**src/rtl/board_pkg.sv**
```systemverilog
// board_pkg: shared game-board geometry and map/row types.
package board_pkg;
    localparam int BOARD_ROWS = 7;
    localparam int BOARD_COLS = 5;
    localparam int MAP_W      = BOARD_ROWS * BOARD_COLS;

    typedef logic [MAP_W-1:0] board_map_t;
    typedef logic [2:0]       row_idx_t;

    function automatic logic is_onehot(input logic [31:0] x);
        return (x != '0) && ((x & (x - 32'd1)) == '0);
    endfunction
endpackage

```
**src/rtl/pulse_div.sv**
```systemverilog
// pulse_div: free-running divider with sync clear; tick is high on the last count of each period.
module pulse_div #(
    parameter int DIV = 4
) (
    input  logic clk,
    input  logic rst_n,
    input  logic clr,
    output logic tick
);
    localparam int W = $clog2(DIV);

    logic [W-1:0] cnt;

    assign tick = !clr && (cnt == W'(DIV - 1));

    always_ff @(posedge clk or negedge rst_n) begin
        if (!rst_n)
            cnt <= '0;
        else if (clr || tick)
            cnt <= '0;
        else
            cnt <= cnt + 1'b1;
    end
endmodule

```
**src/rtl/led_matrix_scan.sv**
```systemverilog
// led_matrix_scan: row-multiplexed driver for the board LED matrix with a blinking cursor cell.
// Define LED_MATRIX_BLANK_EN to insert one dead cycle at the end of every row slot.
module led_matrix_scan
    import board_pkg::*;
#(
    parameter int ROWS        = BOARD_ROWS,
    parameter int COLS        = BOARD_COLS,
    parameter int SCAN_DIV    = 50000,
    parameter int BLINK_TICKS = 7000
) (
    input  logic                 clk,
    input  logic                 rst_n,
    input  logic                 en,
    input  logic                 attack,
    input  logic [ROWS-1:0]      row_sel,
    input  logic [COLS-1:0]      col_sel,
    input  logic [ROWS*COLS-1:0] ship_map,
    input  logic [ROWS*COLS-1:0] hit_map,
    output logic [ROWS-1:0]      row_drv,
    output logic [COLS-1:0]      col_drv,
    output row_idx_t             scan_row
);
    localparam int BW = $clog2(BLINK_TICKS + 1);

    logic            tick, blank, last_blink, cur_valid;
    row_idx_t        row_idx;
    logic [BW-1:0]   blink_cnt;
    logic            blink_ph;
    logic [COLS-1:0] map_row, cur_mask, col_nxt;

    pulse_div #(.DIV(SCAN_DIV)) u_scan (
        .clk   (clk),
        .rst_n (rst_n),
        .clr   (!en),
        .tick  (tick)
    );

`ifdef LED_MATRIX_BLANK_EN
    assign blank = tick;
`else
    assign blank = 1'b0;
`endif

    assign last_blink = blink_cnt == BW'(BLINK_TICKS - 1);
    assign cur_valid  = is_onehot(32'(row_sel)) && is_onehot(32'(col_sel));

    // Cursor cell shows the blink phase in place of the map bit.
    always_comb begin
        map_row = '0;
        for (int r = 0; r < ROWS; r++)
            if (row_idx == row_idx_t'(r))
                map_row = attack ? hit_map[r*COLS +: COLS] : ship_map[r*COLS +: COLS];
        cur_mask = (cur_valid && row_sel[row_idx]) ? col_sel : '0;
        col_nxt  = (map_row & ~cur_mask) | (cur_mask & {COLS{blink_ph}});
    end

    always_ff @(posedge clk or negedge rst_n) begin
        if (!rst_n) begin
            row_idx   <= '0;
            blink_cnt <= '0;
            blink_ph  <= 1'b0;
            row_drv   <= '0;
            col_drv   <= '0;
            scan_row  <= '0;
        end else if (!en) begin
            row_idx   <= '0;
            blink_cnt <= '0;
            blink_ph  <= 1'b0;
            row_drv   <= '0;
            col_drv   <= '0;
            scan_row  <= '0;
        end else begin
            if (tick) begin
                row_idx   <= (row_idx == row_idx_t'(ROWS - 1)) ? '0 : row_idx + 1'b1;
                blink_cnt <= last_blink ? '0 : blink_cnt + 1'b1;
                blink_ph  <= last_blink ? ~blink_ph : blink_ph;
            end
            row_drv  <= blank ? '0 : ROWS'(1) << row_idx;
            col_drv  <= blank ? '0 : col_nxt;
            scan_row <= row_idx;
        end
    end
endmodule

```
**config.mk**
```make
export PLATFORM = sky130hd
export DESIGN_NAME = led_matrix_scan
export DESIGN_NICKNAME = d
export VERILOG_FILES = /design/src/rtl/board_pkg.sv /design/src/rtl/pulse_div.sv /design/src/rtl/led_matrix_scan.sv
export SDC_FILE = /design/constraint.sdc
export NUM_CORES = 1
export LEC_CHECK = 0
export ABC_AREA = 1
export CORE_UTILIZATION = 51
export DETAILED_ROUTE_END_ITERATION = 10
export GPL_TIMING_DRIVEN = 0
export MAX_ROUTING_LAYER = met4
export PLACE_DENSITY_LB_ADDON = 0.2
export SYNTH_ARGS = -nofsm -noshare
export SYNTH_HDL_FRONTEND = slang
export SYNTH_SLANG_ARGS = --single-unit
```
**constraint.sdc**
```tcl
create_clock -name clk -period 2.4 [get_ports clk]
set_clock_uncertainty 0.1 [all_clocks]
set_input_delay 0.24 -clock clk [delete_from_list [all_inputs] [get_ports clk]]
set_output_delay 0.24 -clock clk [all_outputs]
set_load 0.02 [all_outputs]
```
==> results.md <==
STA:
- The time the worst path needs with I/O delays and setup is 2.069 ns.
- Setup repair after global routing left no endpoint under its margin.
- The transition at the pin with the smallest max-transition slack is 0.5375 ns.
- The number of hold-slack violations in the final timing report came to 0.
- The count of pins over their slew limit came to 0.
- The maximum achievable frequency is 483.3 MHz.
- In the finished design, the share of the clock period the worst path needs comes to 86.21%.
- The worst hold slack is 0.1776 ns.
- In this run the tightest slew margin relative to its limit is 64.16%.
- The setup-violating endpoint count in the final report is 0.

Critical path:
- The critical path's largest stage delay is 0.49 ns.
- The worst-path maximum fanout is 10.
- The data required time of the worst path is 2.49 ns.
- The worst setup path is captured at a flop.
- The worst setup path category is reg -> reg.
- The cell that appears most often on the critical path is a21oi_1.
- For this design, the slowest cell found on the critical path is dfrtp_1.
- The data arrival time at the worst-slack endpoint is 2.16 ns.
- Walking the worst path, the cells encountered are nand2_1 > inv_1 > ha_1 > clkinv_1 > a21oi_1 > a21oi_1 > o21ai_0 > a21oi_1 > nor2_1 > nor2_1.
- The startpoint type of the worst setup path is a flop.
- Together, buffers and inverters on the worst path number 2.
- On the critical path the largest part of the delay comes from flip-flops.
- The setup slack of the worst register-to-register path is 0.33 ns.

Logic synthesis:
- Synthesis inferred 48 register bits.
- Sequential cells were found to cover 36.54% of the synthesized design area.
- The mapped netlist covers 0.003287 mm^2.
- The Yosys step of the flow raised 0 warnings.
- The netlist uses 35 different library cells.
- The average instance in the mapped netlist occupies 6.791 um^2.
- Synthesis produced a netlist with a net count of 573.
- The primary flip-flop cell chosen by synthesis mapping is dfrtp_1.
- In this run, synthesis inferred 0 flip-flops with an integrated enable.
- The share of synthesized registers carrying an async set or reset is 100.0%.
- In the synthesized netlist, the number of instances is 484.

Floorplanning:
- The cell row count is 28.
- The area inside the core boundary is 0.006061 mm^2.
- The die area is 0.006770 mm^2.
- The number of ports placed on the die boundary is 101.
- The die boundary height is 82.28 um.
- Measured along the x axis, the die boundary spans 82.28 um.
- The initial utilization of the core area, before any placement, comes to 54.23%.

Clock network:
- The buffer depth of the longest clock path is 2.
- The clock latency reported for the late side of the worst-skew pair is 0.31 ns.
- The number of gates resized after CTS is 0.
- Clock tree synthesis inserted a total of 5 buffers.
- Once the clock tree was built, the setup fixing pass inserted 0 buffers.
- After clock tree synthesis, the clock-pin slew on the worst setup and hold paths is 0.08 ns.
- The maximum level of the CTS H-tree is 2.
- Counting every sink on the clock net gives 48.
- CTS placed an instance of clkbuf_8 at the clock tree root.
- The clock tree from TritonCTS is built.

Layout:
- The synthesis-to-finish area growth is 37.38%.
- The post-route cell area is 0.004516 mm^2.
- The finished layout holds 666 standard cells, fillers aside.
- For this run, the post-layout net count is 680.
- The number of fill cells in the layout is 480.
- Cells with a size suffix above 1 make up 8.799% of the layout.
- The final antenna diode count is 0.

Routing:
- The residual DRC count is 0.
- The DRC violation total after the first TritonRoute iteration is 208.
- The first-pass detailed-route iteration total is 5.
- After detailed routing, the number of vias per cell comes to 5.357.
- The average wire per cell in the routed design is 13.34 um.
- The routed design has 8886 um of wire.
- The post-route antenna net violation count is 0.
- The routed layout has 3568 vias.

Power and ir drop:
- For this design the static power due to leakage is 2.068 nW.
- The worst-case IR drop observed on VDD is 0.0003418 V.
- In this run the power density over the cells is 410.4 mW/mm^2.

Flow run:
- The tool flagged a number of max-cap violations equal to 0.

Placement:
- The final RePlAce weighted congestion is 0.8979.
- The total placed cells including tap cells is 658.
- The HPWL reported at the end of detailed placement is 6877 um.
- The total cell area at the placement stage is 0.004377 mm^2.
- The total of buffers placed on input and output ports is 98.

GRT:
- The maximum number of pins on one net before global-route repair is 32.
- The overall global routing resource usage is 29.25%.
- The initial antenna violation count is 0.
- The via count of the first global-routing pass came to 3408.
- The global-route wire length before repair is 14480 um.
- The total overflow left after global routing is 0.

Status:
- The run finished with clean final reports.

Hold path:
- The worst hold path belongs to the class in -> reg.
metrics by stage:
step / power, mW / util, % / setup WS, ns / setup TNS [ns]
final: 1.853 / 74.50 / 0.3309 / 0
after global routing: 1.927 / 74.50 / 0.1994 / 0
after global placement: 1.173 / 71.97 / -0.2914 / -13.84
after detailed placement: 1.179 / 72.21 / 0.3827 / 0
after floorplan: 0.9728 / - / 0.7923 / 0
after CTS: 1.863 / 74.50 / 0.3750 / 0
cell families (layout without fill, tap and decap cells):
group                      count (synthesis)  in the layout  share of synthesized area [%]
adders and majority gates                  3              3                          1.142
and+or+nand+nor                          286            286                          39.02
buffers and inverters                     67            174                          8.946
xor gates and xnor gates                  14             14                          3.730
DFF                                       48             48                          36.54
AOI/OAI and AO/OA                         66             66                          10.62
final cells by class:
type,instances,area [um^2],share of cell area [%]
Inverter,54,210.2,4.655
Timing Repair Buffer,100,1006,22.28
Clock inverter,2,60.06,1.330
Buffer,13,83.83,1.856
Multi-Input combinational cell,369,1792,39.68
Tap cell,75,93.84,2.078
Sequential cell,48,1201,26.60
Clock buffer,5,68.82,1.524
synth_stat cells (2+ instances only):
cell type	n	area share, %
or2_2	5	0.95
nor2_1	75	8.6
o211ai_1	6	1.4
nor2_2	6	1.1
inv_1	46	5.3
nand3_1	26	4.0
xnor2_1	4	1.1
xor2_1	10	2.7
buf_6	2	0.69
buf_2	7	1.1
nor4_1	2	0.38
nand2_2	3	0.57
o22ai_1	3	0.57
o21ai_0	19	2.9
nor3_2	2	0.61
nand3b_1	2	0.46
buf_4	3	0.69
ha_1	3	1.1
inv_2	5	0.57
o21ai_1	7	1.1
a21oi_1	31	4.7
nand4_1	9	1.7
nor3_1	18	2.7
dfrtp_1	48	37
nor2_4	4	1.4
nand2_1	129	15
path summary, 6_finish.rpt:
check / startpoint / endpoint / depth (start not counted)
worst max-delay path: row_idx[1] / col_drv[2] / 10
worst min register to register: u_scan.cnt[0] / u_scan.cnt[0] / 1
worst min-delay path: en / scan_row[0] / 3
min in group asynchronous: rst_n / u_scan.cnt[1] / 2
max in group asynchronous: rst_n / col_drv[4] / 3
worst max register to register: row_idx[1] / col_drv[2] / 10
report_power, final:
| group | switching (mW) | internal (mW) |
|---|---|---|
| sequential | 0.00710 | 0.822 |
| clock | 0.277 | 0.410 |
| combinational | 0.150 | 0.186 |
| total | 0.435 | 1.42 |
flip-flops by register name, indices dropped and copies added, names as in the netlist:
name / flops
blink_cnt: 13
blink_ph: 1
col_drv: 5
row_drv: 7
row_idx: 3
scan_row: 3
u_scan.cnt: 16
repair_timing:
action	4_1_cts	5_1_grt
endpoints found under the hold margin	17	0
setup endpoints to repair	0	0
hold buffers	1	0
layout by cell type (no fill, tap or decap), drive strengths merged:
| cell type | n |
|---|---|
| xor2 | 10 |
| nor4 | 2 |
| inv | 52 |
| clkdlybuf4s50 | 97 |
| nor4b | 1 |
| nor3 | 21 |
| nand4 | 10 |
| nand3b | 2 |
| bufinv | 2 |
| or2 | 6 |
| nor2 | 85 |
| a21oi | 31 |
| o22ai | 3 |
| buf | 14 |
| clkbuf | 6 |
| ha | 3 |
| o21ai | 26 |
| xnor2 | 4 |
| nand2 | 132 |
| o211ai | 6 |
| dlygate4sd3 | 1 |
| clkinv | 2 |
| dfrtp | 48 |
| nand3 | 27 |
worst reg2reg max path: cells and delay by family, from the launching register on:
family                     cells  cell delay [ns]
AOI/OAI and AO/OA              4             0.49
adders and majority gates      1             0.21
buffers and inverters          2             0.34
DFF                            1             0.49
and+or+nand+nor                3             0.33
metal layers:
| layer | up-vias | routed length, um | GRT usage [%] |
|---|---|---|---|
| met5 | - | 0 | - |
| met1 | 1612 | 3594 | 31.37 |
| met4 | 0 | 167 | 10.35 |
| met3 | 19 | 561 | 5.385 |
| li1 | 1770 | - | - |
| met2 | 167 | 4563 | 53.55 |
No activity file was read; power rests on OpenSTA's default activity.
